[src/rtl/mips_pkg.sv]
// mips_pkg: shared definitions for the PM fetch controller.
//   - opcode constants for the instructions the fetch sequencer acts on
//   - instruction field bit positions (opcode, immediate)
//   - fetch FSM state encoding (2 bits)
package mips_pkg;

  localparam logic [5:0] OP_J   = 6'h02;
  localparam logic [5:0] OP_JAL = 6'h03;
  localparam logic [5:0] OP_BEQ = 6'h04;
  localparam logic [5:0] OP_BNE = 6'h05;
  localparam logic [5:0] OP_HLT = 6'h3F;

  localparam int OPCODE_MSB = 31;
  localparam int OPCODE_LSB = 26;
  localparam int IMM_MSB    = 15;
  localparam int IMM_LSB    = 0;

  typedef enum logic [1:0] {
    ST_RUN     = 2'd0,
    ST_BR_WAIT = 2'd1,
    ST_FLUSH   = 2'd2,
    ST_HALT    = 2'd3
  } fetch_state_t;

endpackage

[src/rtl/fetch_op_decode.sv]
// fetch_op_decode: combinational classification of the fetched instruction.
// Ports:
//   ins             in  32  instruction from program memory
//   current_address in  16  address of ins
//   is_jump         out 1   opcode is J or JAL
//   is_branch       out 1   opcode is BEQ or BNE
//   is_halt         out 1   opcode is HLT
//   target          out 16  jump: imm; branch: current_address + 1 + imm (mod 2^16)
module fetch_op_decode
  import mips_pkg::*;
(
  input  logic [31:0] ins,
  input  logic [15:0] current_address,
  output logic        is_jump,
  output logic        is_branch,
  output logic        is_halt,
  output logic [15:0] target
);

  logic [5:0]  opcode;
  logic [15:0] imm;
  logic        unused_fields;

  assign opcode = ins[OPCODE_MSB:OPCODE_LSB];
  assign imm    = ins[IMM_MSB:IMM_LSB];
  // Register fields are not needed by the fetch sequencer.
  assign unused_fields = ^ins[25:16];

  assign is_jump   = (opcode == OP_J)   || (opcode == OP_JAL);
  assign is_branch = (opcode == OP_BEQ) || (opcode == OP_BNE);
  assign is_halt   = (opcode == OP_HLT);
  // 16-bit add wraps naturally at the top of the address space.
  assign target    = is_branch ? (current_address + 16'd1 + imm) : imm;

endmodule

[src/rtl/pm_fetch_controller.sv]
// pm_fetch_controller: fetch sequencer for program_memory_block.
// Ports:
//   clk, reset        clock (rising edge), asynchronous active-low reset
//   ins, current_address  fetched instruction and its address
//   ext_stall         hazard-unit stall request (beats decode in RUN)
//   br_resolved, br_taken  branch result from execute
//   run               single-cycle pulse that leaves HALT
//   jmp_loc, pc_mux_sel    redirect target / PC load select to the PM block
//   stall, stall_pm   freeze PC / freeze PM output register
//   flush             squash the decode-stage instruction
//   halted            HALT state indicator
//   br_timeout_err    sticky branch-timeout flag
//   redirect_cnt      saturating count of taken redirects
//   state_dbg         current FSM state (debug)
//
// Branch handshake: br_taken is meaningful only in a cycle where
// br_resolved=1; br_resolved is a single-cycle valid with no ready, so the
// controller consumes it in the cycle it is seen while in BR_WAIT and
// ignores it in every other state.
//
// Control outputs are a function of the current state and inputs so that a
// redirect or stall takes effect in the same cycle the instruction is seen.
module pm_fetch_controller
  import mips_pkg::*;
#(
  parameter logic [15:0] RESET_VECTOR = 16'h0000,
  parameter int          BR_TIMEOUT   = 8,
  parameter int          CNT_W        = 16
) (
  input  logic             clk,
  input  logic             reset,
  input  logic [31:0]      ins,
  input  logic [15:0]      current_address,
  input  logic             ext_stall,
  input  logic             br_resolved,
  input  logic             br_taken,
  input  logic             run,
  output logic [15:0]      jmp_loc,
  output logic             pc_mux_sel,
  output logic             stall,
  output logic             stall_pm,
  output logic             flush,
  output logic             halted,
  output logic             br_timeout_err,
  output logic [CNT_W-1:0] redirect_cnt,
  output logic [1:0]       state_dbg
);

  localparam int TO_W = $clog2(BR_TIMEOUT + 1);

  fetch_state_t     state, next_state;
  logic             boot_q;          // first cycle after reset: load RESET_VECTOR
  logic [15:0]      jmp_loc_q;       // jmp_loc holds its last value between redirects
  logic [15:0]      br_target_q;
  logic [TO_W-1:0]  to_cnt_q;
  logic             err_q;
  logic [CNT_W-1:0] redirect_cnt_q;

  logic        dec_is_jump, dec_is_branch, dec_is_halt;
  logic [15:0] dec_target;
  logic        do_redirect, do_capture, do_timeout;

  fetch_op_decode u_decode (
    .ins             (ins),
    .current_address (current_address),
    .is_jump         (dec_is_jump),
    .is_branch       (dec_is_branch),
    .is_halt         (dec_is_halt),
    .target          (dec_target)
  );

  always_comb begin
    next_state  = state;
    pc_mux_sel  = 1'b0;
    jmp_loc     = jmp_loc_q;
    stall       = 1'b0;
    stall_pm    = 1'b0;
    flush       = 1'b0;
    halted      = 1'b0;
    do_redirect = 1'b0;
    do_capture  = 1'b0;
    do_timeout  = 1'b0;
    if (boot_q) begin
      // PC is still loading the reset vector; the fetched word is not valid.
      pc_mux_sel = 1'b1;
      jmp_loc    = RESET_VECTOR;
    end else begin
      case (state)
        ST_RUN: begin
          if (ext_stall) begin
            stall    = 1'b1;
            stall_pm = 1'b1;
          end else if (dec_is_jump) begin
            pc_mux_sel  = 1'b1;
            jmp_loc     = dec_target;
            do_redirect = 1'b1;
            next_state  = ST_FLUSH;
          end else if (dec_is_branch) begin
            stall      = 1'b1;
            stall_pm   = 1'b1;
            do_capture = 1'b1;
            next_state = ST_BR_WAIT;
          end else if (dec_is_halt) begin
            stall      = 1'b1;
            stall_pm   = 1'b1;
            next_state = ST_HALT;
          end
        end
        ST_BR_WAIT: begin
          stall    = 1'b1;
          stall_pm = 1'b1;
          if (br_resolved && br_taken) begin
            // PM output stays frozen; the wrong-path word is flushed next cycle.
            stall       = 1'b0;
            pc_mux_sel  = 1'b1;
            jmp_loc     = br_target_q;
            do_redirect = 1'b1;
            next_state  = ST_FLUSH;
          end else if (br_resolved) begin
            stall      = 1'b0;
            stall_pm   = 1'b0;
            next_state = ST_RUN;
          end else if (to_cnt_q == TO_W'(BR_TIMEOUT - 1)) begin
            // Last allowed wait cycle with no result: fall through as not-taken.
            stall      = 1'b0;
            stall_pm   = 1'b0;
            do_timeout = 1'b1;
            next_state = ST_RUN;
          end
        end
        ST_FLUSH: begin
          flush      = 1'b1;
          next_state = ST_RUN;
        end
        ST_HALT: begin
          halted   = 1'b1;
          stall    = 1'b1;
          stall_pm = 1'b1;
          if (run) next_state = ST_RUN;
        end
        default: next_state = ST_RUN;
      endcase
    end
  end

  always_ff @(posedge clk or negedge reset) begin
    if (!reset) begin
      state          <= ST_RUN;
      boot_q         <= 1'b1;
      jmp_loc_q      <= RESET_VECTOR;
      br_target_q    <= 16'h0000;
      to_cnt_q       <= '0;
      err_q          <= 1'b0;
      redirect_cnt_q <= '0;
    end else begin
      boot_q    <= 1'b0;
      state     <= next_state;
      jmp_loc_q <= jmp_loc;
      if (do_capture) begin
        br_target_q <= dec_target;
        to_cnt_q    <= '0;
      end else if (state == ST_BR_WAIT && !boot_q) begin
        to_cnt_q <= to_cnt_q + 1'b1;
      end
      if (do_timeout) err_q <= 1'b1;
      if (do_redirect && (redirect_cnt_q != {CNT_W{1'b1}}))
        redirect_cnt_q <= redirect_cnt_q + 1'b1;
    end
  end

  assign br_timeout_err = err_q;
  assign redirect_cnt   = redirect_cnt_q;
  assign state_dbg      = state;

endmodule

[config.mk]
export PLATFORM = sky130hd
export DESIGN_NAME = pm_fetch_controller
export DESIGN_NICKNAME = d
export VERILOG_FILES = /design/src/rtl/mips_pkg.sv /design/src/rtl/fetch_op_decode.sv /design/src/rtl/pm_fetch_controller.sv
export SDC_FILE = /design/constraint.sdc
export NUM_CORES = 1
export LEC_CHECK = 0
export CAP_MARGIN = 25
export CORE_ASPECT_RATIO = 0.5
export CORE_MARGIN = 4
export CORE_UTILIZATION = 40
export CTS_CLUSTER_SIZE = 30
export DETAILED_ROUTE_END_ITERATION = 10
export MAX_ROUTING_LAYER = met4
export PLACE_DENSITY_LB_ADDON = 0.12
export REMOVE_ABC_BUFFERS = 1
export SLEW_MARGIN = 20
export SYNTH_ARGS = -nofsm -noshare
export SYNTH_HDL_FRONTEND = slang
export SYNTH_HIERARCHICAL = 1
export SYNTH_SLANG_ARGS = --single-unit
[constraint.sdc]
create_clock -name clk -period 6.4 [get_ports clk]
set_clock_uncertainty 0.15 [all_clocks]
set_input_delay 1.6 -clock clk [delete_from_list [all_inputs] [get_ports clk]]
set_output_delay 1.6 -clock clk [all_outputs]
set_load 0.05 [all_outputs]
==> results of run 1 <==
-- worst max-delay path by stage --
stage / depth (start not counted) / end / slack [ns]
2_1_floorplan: 12 / jmp_loc[12] / 0.30
3_3_place_gp: 15 / jmp_loc[10] / -0.01
3_5_place_dp: 15 / jmp_loc[10] / 0.004
4_1_cts: 15 / jmp_loc[10] / 0.003
5_1_grt: 15 / jmp_loc[12] / -0.04
6_report: 15 / jmp_loc[12] / 0.17
-- flip-flops by register name, indices dropped and copies added (netlist names) --
register and cells:
state_dbg 2, boot_q 1, jmp_loc_q 16, br_target_q 16, br_timeout_err 1, redirect_cnt 16, to_cnt_q 4
-- layer usage --
metal  up-vias  part of all wire, %
met5         -                    0
met4         0                 0.40
met3         4                  4.9
met2        65                   44
met1      1449                   51
li1       1555                    -
-- cells by family after synthesis --
group / after synthesis / synth area share [%]
other: 1 / 0.103
XOR/XNOR: 30 / 7.25
buffers and inverters: 33 / 4.76
flip-flops: 56 / 38.7
AO/OA/AOI/OAI: 98 / 17.5
adder cells (fa/ha/maj): 18 / 6.42
AND/OR/NAND/NOR: 129 / 18.7
multiplexers: 21 / 6.53
-- cell usage in the layout (no fill, tap or decap), drive strengths merged, types with 3 or more instances in the layout --
cell type	instances
ha	17
nor2	16
nor3b	4
xnor2	10
o21a	4
o21ai	22
a21oi	34
mux2i	3
o21bai	4
clkdlybuf4s50	63
nand2b	3
clkinv	3
dfrtp	55
mux2	18
nor4b	3
nand2	49
inv	11
nor4	8
or3	4
xor2	20
buf	31
nand3	8
nor3	10
a22oi	16
and3	6
clkbuf	7
nand4	8
-- stage by stage --
| stage | utilization, % | hold slack (ns) | power, W | TNS [ns] | setup slack [ns] |
|---|---|---|---|---|---|
| 3_5_place_dp | 54.2 | 0.310 | 0.000908 | 0 | 0.00355 |
| 4_1_cts | 55.8 | 0.341 | 0.00118 | 0 | 0.00270 |
| 3_3_place_gp | 54.2 | 0.314 | 0.000905 | -0.0130 | -0.0130 |
| 6_report | 56.0 | 0.334 | 0.00117 | 0 | 0.169 |
| 2_1_floorplan | - | 0.309 | 0.000744 | 0 | 0.301 |
| 5_1_grt | 56.0 | 0.367 | 0.00124 | -0.0354 | -0.0354 |
-- worst max-delay path, delay by kind of cell --
kind / cells / cell delay (ns)
buffers and inverters: 5 / 0.81
adder cells (fa/ha/maj): 2 / 0.60
AO/OA/AOI/OAI: 8 / 1.47
-- power groups by stage --
stage | combinational (W) | clock, W | sequential, W
after floorplan | 0.000229 | 0 | 0.000515
after global placement | 0.000441 | 0 | 0.000465
after detailed placement | 0.000443 | 0 | 0.000465
after CTS | 0.000446 | 0.000273 | 0.000458
after global routing | 0.000483 | 0.000289 | 0.000467
final | 0.000444 | 0.000263 | 0.000458
-- layout make-up --
cell class              instances  area share (%)
multi-input cells             297            42.4
flip-flops and latches         56            28.6
repair buffers                 94            22.1
well taps                     117            2.98
clock buffers                   7            2.70
inverters                      13            1.10
clock inverters                 1           0.102
-- repair_timing --
action | CTS | global route
pin swaps | 0 | 1
gates resized for setup | 1 | 4
cloned | 0 | 0
hold buffers | 0 | 0
setup endpoints to repair | 1 | 2
hold endpoints to repair | 0 | 0
==> impl_metrics.tcl, run 1 <==
set metrics [dict create \
    status "finished clean" \
    dieArea_um2 10700 \
    finalCriticalPeriod_ns 6.23 \
    holdPathEnd "br_timeout_err$_DFFE_PN0P_" \
    pin_count 94 \
    grt_antenna_before_repair 0 \
    yosysTopAreaCellShare_pct 38.0 \
    avgSynthCellArea_um2 9.39 \
    critPathKind "primary input to output pin" \
    area.growth.synth_to_final_pct 35.4 \
    p_per_area_nw_per_um2 237 \
    synth-seq-cells 56 \
    start_kind "primary input" \
    drc_errors 0 \
    syn_area_um2 3620 \
    multiInputGateArea_um2 2080 \
    hold_path_class "flip-flop to flip-flop" \
    synth-seq-area-share_pct 38.7 \
    cts_setup_buffers 0 \
    clkLatencyLatePin_ns 0.28 \
    switching_share_pct 36.5 \
    synth_cell_types 65 \
    top_usage_layer "met2" \
    die_x_um 143 \
    maxSlewHeadroom_pct 33.0 \
    synth_flop_cell "dfrtp_1" \
    use_met3_pct 3.26 \
    final_cells 585 \
    coreArea_um2 8770 \
    wl_um 8820 \
    path_common_cell "inv_1" \
    tightest_slew_ns 0.997 \
    rrSetupSlack_ns 4.07 \
    fill_cells 822 \
    cts_buffers 5 \
    cts_tree "built" \
    crit_required_ns 4.65 \
    clkPwrFrac_pct 22.5 \
    stdcell_area_um2 4910 \
    min-delay-start "br_timeout_err$_DFFE_PN0P_" \
    met2_usage_pct 26.1 \
    crit_start "ins[0]" \
    synth_most_common_cell "dfrtp_1" \
    crit_chain "clkdlybuf4s50_1, inv_1, ha_1, inv_1, fa_1, a21oi_2, o21ai_1, a2111oi_2, o21bai_2, a31o_1, o311ai_2, a22oi_1, a21oi_1, buf_4, buf_12" \
    place_inst 577 \
    slew_violations 0 \
    clockRootBuffer "clkbuf_16" \
    path_clk_slew_ns 0.07 \
    end_kind "output pin" \
    routabilityCongestion 0.839 \
    antenna_left 0 \
    synth_cells 386 \
    combPwrFrac_pct 38.1 \
    worstReg2RegEnd "redirect_cnt[1]$_DFFE_PN0P_" \
    max_freq_ghz 0.160 \
    max_cap_violations 0 \
    reg2reg_depth 5 \
    grt_pass1_vias 2880 \
    ys_warn_count 6 \
    firstDrtPassIters 4 \
    grt.overflow.total 0 \
    cp.arrival_ns 4.48 \
    num_rows 24 \
    grt_max_degree 57 \
    synthArstFlopShare_pct 100 \
    grt_util_met1_pct 24.7 \
    critPathSlowestCell "a2111oi_2" \
    initialDrtViolationCount 118 \
    via_per_inst 5.25 \
    vdd_drop_max_mv 0.251 \
    synth_edf_count 0 \
    finalSetupViolations 0 \
    dp_hpwl_um 6380 \
    finalHoldViolations 0 \
    internal_power_w 0.000739 \
    clkSinkCount 56 \
    die_y_um 75.3 \
    drive_gt1_share_pct 15.0 \
    period_share_pct 97.4 \
    vias 3073 \
    nets 539 \
    gr-usage-all-layers_pct 17.2 \
    start_util_pct 41.3 \
    clock_path_buffers 2 \
    yosys-top-cells-count "dfrtp_1, nand2_1, a21oi_1" \
    seqCellArea_um2 1400 \
    holdPathStages 1 \
    place_area_um2 4750 \
    clock_tree.htree_level_count 2 \
    leakage_nw 2.14 \
    cp_max_fo 3 \
    p_switching_w 0.000426 \
    port_buffers 83 \
    synthTopCellsByArea "dfrtp_1, ha_1, nand2_1" \
    grt_pass1_wl_um 14400 \
    r2r_start "redirect_cnt[0]$_DFFE_PN0P_" \
    p_seq_share_pct 39.3 \
    slowest_delay_ns 0.44 \
    routedWlPerCell_um 15.1 \
    synth_top_cell_by_area "dfrtp_1" \
    antenna_cells 0 \
]
Power figures use the tool's default switching activity.
==> run 2, diff against run 1 <==
- GPL_ROUTABILITY_DRIVEN: not set -> 0
==> results of run 2 <==
The final DEF is identical to that of run 1; final timing and power are the same.
